### src/rtl/var_delay_line_if.sv
// Handshake/data bundle for var_delay_line: configuration and sample stream in,
// delayed sample, valid and config-error flags out.
interface var_delay_line_if #(
  parameter int DW      = 8,
  parameter int MAX_LEN = 16
);
  localparam int DLW = $clog2(MAX_LEN) + 1;

  logic           en;
  logic [DW-1:0]  in;
  logic           delay_ld;
  logic [DLW-1:0] delay;
  logic [DW-1:0]  out;
  logic           out_vld;
  logic           cfg_err;

  modport master (output en, in, delay_ld, delay, input  out, out_vld, cfg_err);
  modport slave  (input  en, in, delay_ld, delay, output out, out_vld, cfg_err);
endinterface

### src/rtl/var_delay_line.sv
// Runtime-programmable delay line on a circular buffer; out_vld marks the line as
// primed once d enabled edges have passed since reset or the last accepted load.
module var_delay_line #(
  parameter int DW      = 8,
  parameter int MAX_LEN = 16,
  parameter int DEF_LEN = 4
) (
  input logic              clk,
  input logic              rst_n,
  var_delay_line_if.slave  bus
);
  localparam int PW  = $clog2(MAX_LEN);
  localparam int DLW = PW + 1;

  typedef enum logic {FILL, RUN} state_t;

  logic [DW-1:0]  mem [MAX_LEN];
  logic [PW-1:0]  wptr_q, wptr_d, rd_addr;
  logic [DLW-1:0] cnt_q, cnt_d, delay_q, delay_d;
  logic [DW-1:0]  out_q, out_d, rd_data;
  logic           vld_q, vld_d, err_q, err_d, ld_ok;
  state_t         state_q, state_d;

  // d==1 bypasses the RAM; otherwise read the entry written d-1 enables ago
  assign rd_addr = wptr_q - PW'(delay_q - DLW'(1));
  assign rd_data = (delay_q == DLW'(1)) ? bus.in : mem[rd_addr];

  always_comb begin
    ld_ok   = bus.delay_ld && (bus.delay != '0) && (bus.delay <= DLW'(MAX_LEN));
    wptr_d  = bus.en ? wptr_q + PW'(1) : wptr_q;
    err_d   = bus.delay_ld && !ld_ok;
    cnt_d   = cnt_q;
    delay_d = delay_q;
    out_d   = out_q;
    vld_d   = vld_q;
    state_d = state_q;
    if (ld_ok) begin
      // a load on an enabled edge still writes, but that edge is not counted
      delay_d = bus.delay;
      cnt_d   = '0;
      out_d   = '0;
      vld_d   = 1'b0;
      state_d = FILL;
    end else if (bus.en) begin
      case (state_q)
        FILL: begin
          cnt_d = cnt_q + DLW'(1);
          out_d = '0;
          if (cnt_q + DLW'(1) == delay_q) begin
            out_d   = rd_data;
            vld_d   = 1'b1;
            state_d = RUN;
          end
        end
        RUN:     out_d = rd_data;
        default: state_d = FILL;
      endcase
    end
  end

  always_ff @(posedge clk or negedge rst_n) begin
    if (!rst_n) begin
      wptr_q  <= '0;
      cnt_q   <= '0;
      delay_q <= DLW'(DEF_LEN);
      out_q   <= '0;
      vld_q   <= 1'b0;
      err_q   <= 1'b0;
      state_q <= FILL;
    end else begin
      wptr_q  <= wptr_d;
      cnt_q   <= cnt_d;
      delay_q <= delay_d;
      out_q   <= out_d;
      vld_q   <= vld_d;
      err_q   <= err_d;
      state_q <= state_d;
    end
  end

  always_ff @(posedge clk) begin
    if (bus.en) mem[wptr_q] <= bus.in;
  end

  assign bus.out     = out_q;
  assign bus.out_vld = vld_q;
  assign bus.cfg_err = err_q;
endmodule

### src/flat_wrapper.sv
// flat-port wrapper written by rule: the top's interface ports become plain ports
module var_delay_line_flat 
#(
  parameter int DW      = 8,
  parameter int MAX_LEN = 16,
  parameter int DEF_LEN = 4
)
  (clk, rst_n, bus_en, bus_in, bus_delay_ld, bus_delay, bus_out, bus_out_vld, bus_cfg_err);
  var_delay_line_if #(.DW(DW), .MAX_LEN(MAX_LEN)) bus_i ();
  input logic clk;
  input logic rst_n;
  input wire logic [$bits(bus_i.en)-1:0] bus_en;
  input wire logic [$bits(bus_i.in)-1:0] bus_in;
  input wire logic [$bits(bus_i.delay_ld)-1:0] bus_delay_ld;
  input wire logic [$bits(bus_i.delay)-1:0] bus_delay;
  output wire logic [$bits(bus_i.out)-1:0] bus_out;
  output wire logic [$bits(bus_i.out_vld)-1:0] bus_out_vld;
  output wire logic [$bits(bus_i.cfg_err)-1:0] bus_cfg_err;
  assign bus_i.en = bus_en;
  assign bus_i.in = bus_in;
  assign bus_i.delay_ld = bus_delay_ld;
  assign bus_i.delay = bus_delay;
  assign bus_out = bus_i.out;
  assign bus_out_vld = bus_i.out_vld;
  assign bus_cfg_err = bus_i.cfg_err;
  var_delay_line #(.DW(DW), .MAX_LEN(MAX_LEN), .DEF_LEN(DEF_LEN)) u_core (.clk(clk), .rst_n(rst_n), .bus(bus_i));
endmodule
### config.mk
export PLATFORM = sky130hd
export DESIGN_NAME = var_delay_line_flat
export DESIGN_NICKNAME = d
export VERILOG_FILES = /design/src/rtl/var_delay_line_if.sv /design/src/rtl/var_delay_line.sv /design/src/flat_wrapper.sv
export SDC_FILE = /design/constraint.sdc
export NUM_CORES = 1
export LEC_CHECK = 0
export CAP_MARGIN = 15
export CORE_ASPECT_RATIO = 0.5
export CORE_MARGIN = 1.5
export CORE_UTILIZATION = 28
export CTS_CLUSTER_SIZE = 14
export DETAILED_ROUTE_END_ITERATION = 8
export GPL_ROUTABILITY_DRIVEN = 0
export PLACE_DENSITY = 0.44
export SETUP_SLACK_MARGIN = 0.02
export SKIP_LAST_GASP = 1
export SLEW_MARGIN = 10
export SYNTH_ARGS = -nofsm -noshare
export SYNTH_HDL_FRONTEND = slang
export SYNTH_SLANG_ARGS = --single-unit
### constraint.sdc
create_clock -name clk -period 2.76 [get_ports clk]
set_input_delay 0.552 -clock clk [delete_from_list [all_inputs] [get_ports clk]]
set_output_delay 0.552 -clock clk [all_outputs]
set_load 0.1 [all_outputs]
==> run summary, run 1 <==
The run finished with clean final reports. The initial utilization of the core area, before any placement, comes to 0.2853. The TritonCTS clock tree is done. The transition time of the tightest slew-check pin came out at 0.8417 ns. The deepest level of the CTS H-tree is 4. The sequential share of the synthesized area came out at 0.6861. After detailed routing, the total wire length is 15900 µm. Along the worst path, the maximum fanout reaches 16. The mean routed wirelength per cell came out at 19.51 µm. The launching element type of the critical path is a flip-flop.

In the layout the commonest cells are sky130_fd_sc_hd__edfxtp_1 (128), sky130_fd_sc_hd__buf_4 (50), sky130_fd_sc_hd__mux2_2 (45). The post-synth net total came out at 452. In the post-synthesis netlist, the biggest area contributors are sky130_fd_sc_hd__edfxtp_1 (59%), sky130_fd_sc_hd__dfrtp_1 (9.2%), sky130_fd_sc_hd__mux2_2 (7.8%).

The top-level I/O count is 27. The per-cell via count in the routed design is 4.591. Setup repair after global routing could not meet its margin everywhere. The number of buffers inserted by port buffering came out at 26. The core area came out at 22840 µm². The number of buffers created by CTS came out at 17.

The synthesized area per cell is 15.33 µm². The highest clock frequency the design can meet came out at 377.9 MHz. The worst setup skew after layout came out at 0.007883 ns. The routed design could run at a clock period as short as 2.646 ns. The hold violation count in the final report is 0. Relative to the synthesized area, the layout overhead comes to 25.13%. Entering global routing, the biggest net connects 34 pins. The final-report max-slew violation count is 0. Of the post-synthesis cell area, the dominant cell type holds 0.5899. The die area came out at 24250 µm². The die is 110.9 µm tall.

Dividing total power by cell area gives a power density of 1302 nW/µm². The data arrival time of the critical path is 2.93 ns. The area fraction in and, or, nand and nor cells after synthesis is 0.07047. The synthesized-area fraction occupied by adder cells is 0.02035.

The share of layout cells above drive strength 1 came out at 0.3130. The clock insertion delay at the later pin of the skew report came out at 0.42 ns. The number of nets still failing antenna checks after routing is 0.

Among all flip-flop cells after synthesis, the most frequent one is sky130_fd_sc_hd__edfxtp_1. After legalization and detailed placement, the total HPWL measured 10680 µm. The worst-case register-to-register setup slack is 0.11 ns. For this run, the number of Yosys warnings is 0. The number of enable-type register cells in the synthesized netlist is 128. The static leakage power came out at 0.002837 µW. The first routing iteration left 252 violations. The netlist area before placement came out at 6516 µm². The overall track demand over capacity in global routing came out at 0.1396. The data required time of the critical path is 3.05 ns. The final instance area is 8154 µm². The worst setup path is captured at a flip-flop. The complex-gate fraction of the synthesized area is 0.05703.

The number of buffers added to fix hold violations after cts is 0. By area, the combinational part of the netlist is dominated by multiplexers. The post-placement cell area is 7418 µm². Synthesis handed over a netlist of 425 instances. The count of antenna diodes in the layout is 0. The number of antenna violations at the first check in global routing came out at 0. The tool flagged a number of max-cap violations equal to 0. The horizontal die dimension came out at 218.7 µm. The worst pin sits at a relative slew slack of 0.4371.

Timing analysis after detailed placement gives a worst setup slack of -0.008907 ns. Of the total synthesized cell area, the portion taken by XOR and XNOR cells is 0.02861. The tree is rooted in a sky130_fd_sc_hd__clkbuf_16. The first TritonRoute pass finished after 5 iterations.

The routed layout has 3742 vias. The clock input transition at the sequential cells of the worst setup and hold paths came out at 0.06 ns. The final worst-path cycle share came out at 0.9588. Across the VDD grid, the largest voltage drop is 685.6 µV. Across all setup checks in the final design, the least slack found is 0.1138 ns. The most common cell after layout, fill and taps aside is sky130_fd_sc_hd__edfxtp_1. The number of rows created at floorplan came out at 39. The via count of the first global-routing pass came out at 3832. The worst-case clock buffer depth is 2. The clock sink count is 153.

The number of flip-flops and latches in the synthesized netlist is 153. The share of synthesized registers carrying an async set or reset came out at 0.1634. Of the post-synthesis cell area, the part taken by muxes is 0.1162. The first global-routing pass estimated 24380 µm of wire. The cell type with the largest total area after synthesis is sky130_fd_sc_hd__edfxtp_1. The net count of the finished layout came out at 522. For this run, the share of the core covered by cells in the final layout is 0.3571. The number of different library cells used by synthesis comes to 37. Setup violations remaining at the end of the flow were counted as 0.

The setup path with the least slack is of type flip-flop to flip-flop. The worst hold path belongs to the class input port to async pin. Summed over all layers, the global routing overflow is 0. The final routed DRC violation total is 0.
power by group:
part	switching [µW]	total [µW]	internal [µW]
combinational	2990	5280	2290
sequential	165	3000	2830
clock	988	2340	1350
Yosys cell counts (4+ instances only):
library cell                 n
sky130_fd_sc_hd__dfrtp_1    24
sky130_fd_sc_hd__clkbuf_1    8
sky130_fd_sc_hd__a211oi_1    8
sky130_fd_sc_hd__o22ai_1    32
sky130_fd_sc_hd__nor4_1     16
sky130_fd_sc_hd__o21ai_0     5
sky130_fd_sc_hd__mux2_1     19
sky130_fd_sc_hd__ha_1        9
sky130_fd_sc_hd__o21ai_1     9
sky130_fd_sc_hd__nand2_1    28
sky130_fd_sc_hd__buf_2       6
sky130_fd_sc_hd__nor2_1     22
sky130_fd_sc_hd__edfxtp_1  128
sky130_fd_sc_hd__a21oi_1     5
sky130_fd_sc_hd__xnor2_1     8
sky130_fd_sc_hd__mux2_2     45
sky130_fd_sc_hd__xor2_1      4
sky130_fd_sc_hd__nand2b_1    8
sky130_fd_sc_hd__buf_4       6
sky130_fd_sc_hd__inv_1       9
path summary, 6_finish.rpt:
path | cells past startpoint | startpoint | to
setup / recovery | 10 | u_core.delay_q[2] | u_core.bus.out[0]
hold / removal | 2 | rst_n | u_core.bus.cfg_err
setup reg to reg | 10 | u_core.delay_q[2] | u_core.bus.out[0]
hold reg to reg | 2 | u_core.bus.out[3] | u_core.bus.out[3]
max in group asynchronous | 2 | rst_n | u_core.delay_q[2]
min in group clk | 2 | u_core.bus.out[3] | u_core.bus.out[3]
registers in the layout, summed over array words and instances (netlist names):
name and flops:
u_core.delay_q 5, u_core.cnt_q 5, u_core.mem 128, u_core.bus.cfg_err 1, u_core.state_q 1, u_core.bus.out_vld 1
u_core.bus.out 8, u_core.wptr_q 4
worst max-delay path: stages, from the launching register on:
cell,delay (ns)
sky130_fd_sc_hd__dfstp_2,0.53
sky130_fd_sc_hd__inv_1,0.07
sky130_fd_sc_hd__ha_1,0.29
sky130_fd_sc_hd__inv_1,0.08
sky130_fd_sc_hd__fa_2,0.46
sky130_fd_sc_hd__or2_4,0.26
sky130_fd_sc_hd__buf_12,0.16
sky130_fd_sc_hd__o22ai_1,0.27
sky130_fd_sc_hd__nor4_2,0.09
sky130_fd_sc_hd__a211oi_1,0.20
sky130_fd_sc_hd__o21ai_1,0.09
layer usage:
metal  track usage  part of all wire  up-vias
li1              -                 -     1768
met1        0.2141              0.53     1883
met2        0.1935              0.42       79
met3       0.03649             0.046       12
met4       0.03288            0.0079        0
met5             0                 0        -
final cells by class:
type / instances / area [µm²]
tap: 307 / 384.1
inverter: 9 / 33.78
clock inverter: 15 / 165.2
timing repair buffer: 71 / 635.6
multi-input combinational: 243 / 2039
sequential: 153 / 4471
fill: 2167 / 14680
clock buffer: 17 / 425.4
repair_timing:
action / CTS / global route
gates resized for setup: 3 / 17
buffers inserted: 0 / 2
setup endpoints to repair: 3 / 8
pin swaps: 0 / 5
cells by family after synthesis:
family | count (synthesis)
fa+ha+maj | 10
flops | 153
buf+inv | 29
xor+xnor | 17
mux | 66
compound gates | 61
simple gates | 89
metrics by stage:
step                hold slack, ns  setup TNS (ns)  total power (µW)  instances
finish                      0.5020               0             10610        815
global placement            0.4861               0              7955        781
global route                0.5332               0             11130        815
detailed placement          0.4933       -0.008907              7928        781
floorplan                   0.2564               0              6285        425
CTS                         0.5009               0             10340        813
Power figures use the tool's default switching activity.
==> run 2, diff against run 1 <==
- CELL_PAD_IN_SITES_DETAIL_PLACEMENT: not set -> 1
- CELL_PAD_IN_SITES_GLOBAL_PLACEMENT: not set -> 1
- PLACE_DENSITY: 0.44 -> 0.5
==> run 2 against run 1 <==
  * Sequential power hardly changed
  * Sequential share of layout area is 1.4 points lower
  * Final area is 2.5% higher
  * Die area stayed put
  * Routed wire length is 11% higher
  * Fmax is 0.85% lower
  * Setup slack worse by 0.023 ns
  * Critical endpoint is now u_core.bus.out[7]
  * Largest cell class unchanged
  * Highest routed layer unchanged
==> run summary, run 2 (synthesized netlist as in run 1, its figures left out) <==
The post-layout utilization of the core came out at 0.3661 (+0.009040). The cell count after placement came to 790 (+1.2%). The highest clock frequency the design can meet is 374.7 MHz (-0.85%). The peak fanout along the critical path is 16 (unchanged). The number of nets still failing antenna checks after routing is 0 (unchanged). The data required time of the critical path came out at 3.07 ns (+0.02 ns). The worst-case vdd ir drop is 713.4 µV (+4.0%). The final worst-path cycle share was 0.9670 (+0.008203). The HPWL after detailed placement came out at 11990 µm (+12%). The number of antenna violations at the first check in global routing came out at 0 (unchanged). Setup repair after global routing left no endpoint under its margin.

The per-cell via count in the routed design was 4.638 (+1.0%). The top-level I/O count came out at 27 (unchanged). The DRC marker count from the first detailed-route iteration is 229 (-9.1%). The wire length of the first global-routing pass is 26410 µm (+8.3%). The overall power of the completed layout is 11350 µW (+6.9%). The register with the most flip-flops in the final layout is u_core.mem.

The core area came out at 22840 µm² (unchanged). The static leakage power came out at 0.002926 µW (+3.1%). The horizontal die dimension came to 218.7 µm (unchanged).

The number of flip-flops in the largest register came out at 128 (unchanged). The max-slew headroom at the worst pin is 0.5114 (+0.07431). The number of buffers inserted by port buffering came out at 26 (unchanged). The count of antenna diodes in the layout is 0 (unchanged). The share of layout cells above drive strength 1 is 0.3423 (+0.02932). The worst setup skew after layout was 0.01208 ns (+0.004198 ns). The final routed DRC violation total is 0 (unchanged). The clock input transition at the sequential cells of the worst setup and hold paths was 0.07 ns (about the same). The min-delay analysis places its worst path in the category flip-flop to flip-flop. The starting density of the core is 0.2853 (unchanged). The number of standard cells in the final layout excluding fillers is 827 (+1.5%).

The number of rows created at floorplan is 39 (unchanged). The flow ran to the end, and the final reports show no timing, DRC or antenna violations. TritonCTS built the clock tree. STA classifies the critical path startpoint as a flip-flop. The layout-stage area growth over the synthesis result came out at 28.30%. The area taken by flip-flops and latches came to 4471 µm² (unchanged). The via count of the first global-routing pass is 4141 (+8.1%).

The number of detailed-route iterations in the first pass is 4 (-1). The worst-case clock buffer depth came out at 2 (unchanged). The filler cell count is 2356 (+8.7%). The maximum number of pins on one net before global-route repair came out at 36 (+5.9%). The setup TNS after final layout is 0 ns (unchanged). The total congestion overflow after global routing is 0 (unchanged). The transition time of the tightest slew-check pin is 0.7306 ns (-0.1111 ns).

The library cell used most frequently in the layout, excluding fill and tap cells, is sky130_fd_sc_hd__edfxtp_1. The overall track demand over capacity in global routing is 0.1539 (+0.01436). The final-report max-slew violation count is 0 (unchanged). The clock insertion delay at the later pin of the skew report came out at 0.44 ns (+0.02 ns). The hold violation count in the final report came out at 0 (unchanged). The clock sink count was 153 (unchanged). The worst-case register-to-register setup slack is 0.09 ns (-0.02 ns). The die area came out at 24250 µm² (unchanged). The data arrival time of the critical path was 2.98 ns (+0.05 ns).

In the layout the commonest cells are sky130_fd_sc_hd__edfxtp_1 (128), sky130_fd_sc_hd__buf_4 (58), sky130_fd_sc_hd__mux2_2 (45). The die outline height came out at 110.9 µm (unchanged). The number of failing setup endpoints in the final timing report is 0 (unchanged).

The overall via count from detail_route came out at 3836 (+2.5%). The power density normalized to cell area came out at 1357 nW/µm² (+4.3%). The mean routed wirelength per cell came out at 21.40 µm (+9.7%). The deepest level of the CTS H-tree is 4 (unchanged).

The max-cap check violation count is 0 (unchanged). The sum of routed wire length over all layers came to 17700 µm (+11%). The worst setup path is of the flip-flop to flip-flop kind.

The net count of the finished layout came out at 534 (+2.3%). The number of buffers created by CTS is 17 (unchanged). STA classifies the critical path endpoint as a flip-flop. The shortest clock period the worst path allows after layout came to 2.669 ns (+0.02264 ns). The area used by multi-input combinational logic is 2088 µm² (+2.4%).

CTS placed an instance of sky130_fd_sc_hd__clkbuf_16 at the clock tree root.
[run 2: cell count changes in the layout (fill, tap and decap cells not counted), moves of 2 or more]
cell	delta
sky130_fd_sc_hd__a211oi_2	+2
sky130_fd_sc_hd__nor4_1	-4
sky130_fd_sc_hd__ha_1	-2
sky130_fd_sc_hd__inv_1	-4
sky130_fd_sc_hd__buf_12	+2
sky130_fd_sc_hd__o22ai_2	-5
sky130_fd_sc_hd__a211oi_1	-2
sky130_fd_sc_hd__o22ai_1	+4
sky130_fd_sc_hd__nor4_2	+3
sky130_fd_sc_hd__buf_4	+8
sky130_fd_sc_hd__inv_8	+2
sky130_fd_sc_hd__inv_2	+4
sky130_fd_sc_hd__ha_4	+2
[run 2: report_power, final]
part	internal [µW]	leakage, µW	switching, µW	total [µW]
clock	1370	0.000294	1040	2410
combinational	2670	0.00115	3240	5910
sequential	2830	0.00148	189	3020
total	6870	0.00293	4480	11300
[run 2: worst max-delay path: stages (launching register included)]
cell and delay, ns:
sky130_fd_sc_hd__dfrtp_1 0.41, sky130_fd_sc_hd__ha_4 0.28, sky130_fd_sc_hd__inv_2 0.03, sky130_fd_sc_hd__ha_2 0.15, sky130_fd_sc_hd__inv_1 0.06, sky130_fd_sc_hd__fa_2 0.46, sky130_fd_sc_hd__or2_1 0.26, sky130_fd_sc_hd__buf_12 0.17
sky130_fd_sc_hd__o22ai_2 0.14, sky130_fd_sc_hd__buf_4 0.16, sky130_fd_sc_hd__nor4_2 0.04, sky130_fd_sc_hd__a211oi_1 0.29, sky130_fd_sc_hd__o21ai_1 0.10
[run 2: repair_timing]
action	CTS	global route
buffers inserted	0	4
gates resized for setup	4	27
cloned	0	1
hold buffers	0	0
pin swaps	2	10
endpoints found under the setup margin	5	8
[run 2: final cells by class]
class	instances	area share
clock buffers	17	0.05088
clock inverters	15	0.02185
inverters	9	0.004041
multi-input cells	243	0.2498
flip-flops and latches	153	0.5347
well taps	307	0.04594
repair buffers	83	0.09279
[run 2: path summary, 6_finish.rpt]
kind                                       to          startpoint  cells past startpoint
min in group asynchronous  u_core.bus.cfg_err               rst_n                      2
max in group asynchronous   u_core.delay_q[2]               rst_n                      2
min reg2reg                u_core.bus.out_vld  u_core.bus.out_vld                      1
max reg2reg                 u_core.bus.out[7]   u_core.delay_q[1]                     12
max                         u_core.bus.out[7]   u_core.delay_q[1]                     12
min                        u_core.bus.out_vld  u_core.bus.out_vld                      1
[run 2: stage by stage]
stage,cell area [µm²],hold WS [ns],setup WS [ns]
2_1_floorplan,6516,0.2564,0.1721
3_3_place_gp,7511,0.4813,-0.09217
3_5_place_dp,7511,0.4884,-0.1136
4_1_cts,8153,0.5057,-0.02095
5_1_grt,8361,0.5310,0.003178
6_report,8361,0.5047,0.09118
[run 2: per-layer routing]
metal / up-vias / part of all wire / track usage
met5: - / 0 / 0
met4: 0 / 0.013 / 0.05297
met3: 16 / 0.031 / 0.03182
met2: 56 / 0.46 / 0.2390
met1: 1976 / 0.49 / 0.2135
li1: 1788 / - / -
==> run 3, diff against run 2 <==
- CTS_BUF_LIST: not set -> sky130_fd_sc_hd__clkbuf_4
==> run 3 against run 2 <==
  * Combinational power down 1%
  * Sequential cell count unchanged
  * Critical path depth decreased by 1
  * Critical path type unchanged
==> run summary, run 3 (synthesized netlist as in run 1, its figures left out) <==
The number of failing setup endpoints in the final timing report came to 0 (unchanged). The origin of the worst setup path is u_core.delay_q[2]. The HPWL after detailed placement came out at 11990 µm (unchanged). On the critical path, the stage with the largest delay is an instance of sky130_fd_sc_hd__fa_2. Leaving out fill and tap cells, the most frequent cell in the layout is sky130_fd_sc_hd__edfxtp_1. The worst-case clock buffer depth came out at 2 (unchanged). The number of rows created at floorplan is 39 (unchanged).

The shortest clock period the worst path allows after layout was 2.643 ns (-0.02616 ns). The overall power of the completed layout is 10350 µW (-8.8%). The most common cell type on the critical path is sky130_fd_sc_hd__inv_1. The per-cell via count in the routed design is 4.650 (+0.25%). The TritonCTS clock tree is done. The core area came out at 22840 µm² (unchanged).

The area growth from synthesis to layout is 22.96%. The die area is 24250 µm² (unchanged). The final worst-path cycle share is 0.9575 (-0.009479). The mean routed wirelength per cell came to 21.24 µm (-0.76%).

The post-layout utilization of the core is 0.3509 (-0.01523). The final routed DRC violation total came out at 0 (unchanged). The total congestion overflow after global routing is 0 (unchanged). The clock sink count came out at 153 (unchanged). The worst setup skew after layout came to 0.02658 ns (+0.01450 ns).

The max-slew headroom at the worst pin came out at 0.4960 (-0.01546). The clock input transition at the sequential cells of the worst setup and hold paths is 0.16 ns (+0.09 ns). The net switching fraction of the power is 0.4179 (+0.02326). The number of antenna violations at the first check in global routing is 1 (+1).

The transition time of the tightest slew-check pin is 0.7537 ns (+0.02312 ns). The flow ran to the end, and the final reports show no timing, DRC or antenna violations. The internal power is 6027 µW (-12%). The static leakage power was 0.002785 µW (-4.8%). The die outline height came out at 110.9 µm (unchanged).

The hold violation count in the final report came out at 0 (unchanged). The min-delay analysis places its worst path in the category input port to async pin. The reported net switching power came out at 4326 µW (-3.4%). STA classifies the critical path endpoint as a flip-flop. CTS placed an instance of sky130_fd_sc_hd__clkbuf_4 at the clock tree root. The combinational cell fraction of total power is 0.564 (+0.043). The filler cell count came out at 2387 (+1.3%). The overall track demand over capacity in global routing came out at 0.1521 (-0.001874). More flip-flops sit in one register than any other, and that register is u_core.mem. The DRC marker count from the first detailed-route iteration came out at 239 (+4.4%). The max-cap check violation count is 0 (unchanged).

The highest clock frequency the design can meet came out at 378.4 MHz (+0.99%). The final-report max-slew violation count came out at 0 (unchanged). In the layout the commonest cells are sky130_fd_sc_hd__edfxtp_1 (128), sky130_fd_sc_hd__buf_4 (57), sky130_fd_sc_hd__mux2_2 (45). The overall via count from detail_route is 3841 (+0.13%). The via count of the first global-routing pass is 4126 (-0.36%). The deepest level of the CTS H-tree came to 4 (unchanged). The number of flip-flops in the largest register came out at 128 (unchanged).

The delay of the slowest cell on the worst path came to 0.59 ns (+0.13 ns). The number of nets still failing antenna checks after routing came out at 0 (unchanged). The horizontal die dimension came out at 218.7 µm (unchanged).

Setup repair after global routing could not meet its margin everywhere. The share of total power in sequential cells came out at 0.290 (+0.024). The number of buffers created by CTS is 17 (unchanged). The number of detailed-route iterations in the first pass came out at 4 (unchanged). Walking the worst path, the cells encountered are inv_1 -> ha_1 -> inv_1 -> fa_2 -> or2_1 -> buf_12 -> o22ai_1 -> nor4_1 -> buf_4 -> a211oi_2 -> o21ai_1.

The clock network fraction of total power is 0.146 (-0.067). The number of buffers inserted by port buffering is 26 (unchanged). In this run the critical register-to-register path is launched from u_core.delay_q[2]. The setup TNS after final layout came out at 0 ns (unchanged).

The type of the setup path with the least slack is flip-flop to flip-flop. The number of buffers added to fix hold violations after cts came out at 0 (unchanged). The worst setup path is launched from a flip-flop.

The power density normalized to cell area is 1292 nW/µm² (-4.8%). The peak fanout along the critical path is 16 (unchanged). The maximum number of pins on one net before global-route repair came to 36 (unchanged). The worst-case vdd ir drop came out at 639.4 µV (-10%). The share of layout cells above drive strength 1 came out at 0.3263 (-0.01605). The starting density of the core came out at 0.2853 (unchanged). The sum of routed wire length over all layers was 17540 µm (-0.88%). The wire length of the first global-routing pass is 26100 µm (-1.2%). The data arrival time of the critical path is 3.15 ns (+0.17 ns).

The data required time of the critical path is 3.27 ns (+0.20 ns). The top-level I/O count is 27 (unchanged). The net count of the finished layout came out at 532 (-0.37%). The clock insertion delay at the later pin of the skew report is 0.60 ns (+0.16 ns).
[run 3: changes by cell type in the layout (fill, tap and decap cells not counted), moves of 4 or more]
| cell | previous run | this run |
|---|---|---|
| sky130_fd_sc_hd__clkbuf_16 | 18 | 1 |
| sky130_fd_sc_hd__clkbuf_4 | 0 | 17 |
| sky130_fd_sc_hd__inv_2 | 4 | 0 |
| sky130_fd_sc_hd__inv_1 | 5 | 9 |
[run 3: routing by layer]
| metal | GRT usage | part of all wire |
|---|---|---|
| met1 | 0.2118 | 0.49 |
| met2 | 0.2363 | 0.46 |
| met3 | 0.03018 | 0.030 |
| met4 | 0.05160 | 0.014 |
| met5 | 0 | 0 |
[run 3: repair_timing]
item	4_1_cts	5_1_grt
resized for setup	4	18
pin swaps	2	0
endpoints found under the setup margin	6	8
setup buffers	2	0
gates cloned	0	1
[run 3: cell type report]
cell class | instances | area [µm²] | share of cell area
Clock buffer | 17 | 127.6 | 0.01593
Timing Repair Buffer | 81 | 753.2 | 0.09400
Sequential cell | 153 | 4471 | 0.5579
Inverter | 9 | 33.78 | 0.004216
Tap cell | 307 | 384.1 | 0.04794
Clock inverter | 15 | 182.7 | 0.02280
Antenna cell | 1 | 2.502 | 0.0003123
Multi-Input combinational cell | 243 | 2058 | 0.2569
[run 3: path summary, 6_finish.rpt]
kind | end | slack, ns | depth (start not counted)
worst max-delay path | u_core.bus.out[3] | 0.12 | 11
min in group clk | u_core.bus.out_vld | 0.52 | 1
max in group asynchronous | u_core.delay_q[2] | 2.11 | 2
worst min register to register | u_core.bus.out_vld | 0.52 | 1
worst min-delay path | u_core.bus.out[2] | 0.33 | 2
worst max register to register | u_core.bus.out[3] | 0.12 | 11
[run 3: worst max-delay path: cells and delay by family, from the launching register on]
| kind | cells | cell delay [ns] |
|---|---|---|
| fa+ha+maj | 2 | 0.87 |
| simple gates | 2 | 0.44 |
| compound gates | 3 | 0.26 |
| buf+inv | 4 | 0.45 |
| flops | 1 | 0.55 |
[run 3: through the flow]
step                instances  hold WS (ns)  cell area [µm²]  setup WS (ns)
finish                    826        0.3257             8013         0.1173
CTS                       824        0.2933             7863        0.01767
global route              826        0.3165             8013       -0.02306
detailed placement        790        0.4884             7511        -0.1136
floorplan                 425        0.2564             6516         0.1721
global placement          790        0.4813             7511       -0.09217
[run 3: power by group through the flow]
stage	clock network, µW	logic (µW)	registers [µW]
finish	1510	5840	3010
global route	1640	6230	3040
CTS	1550	5410	3010
detailed placement	0	5280	3060
global placement	0	5290	3060
floorplan	0	2810	3480
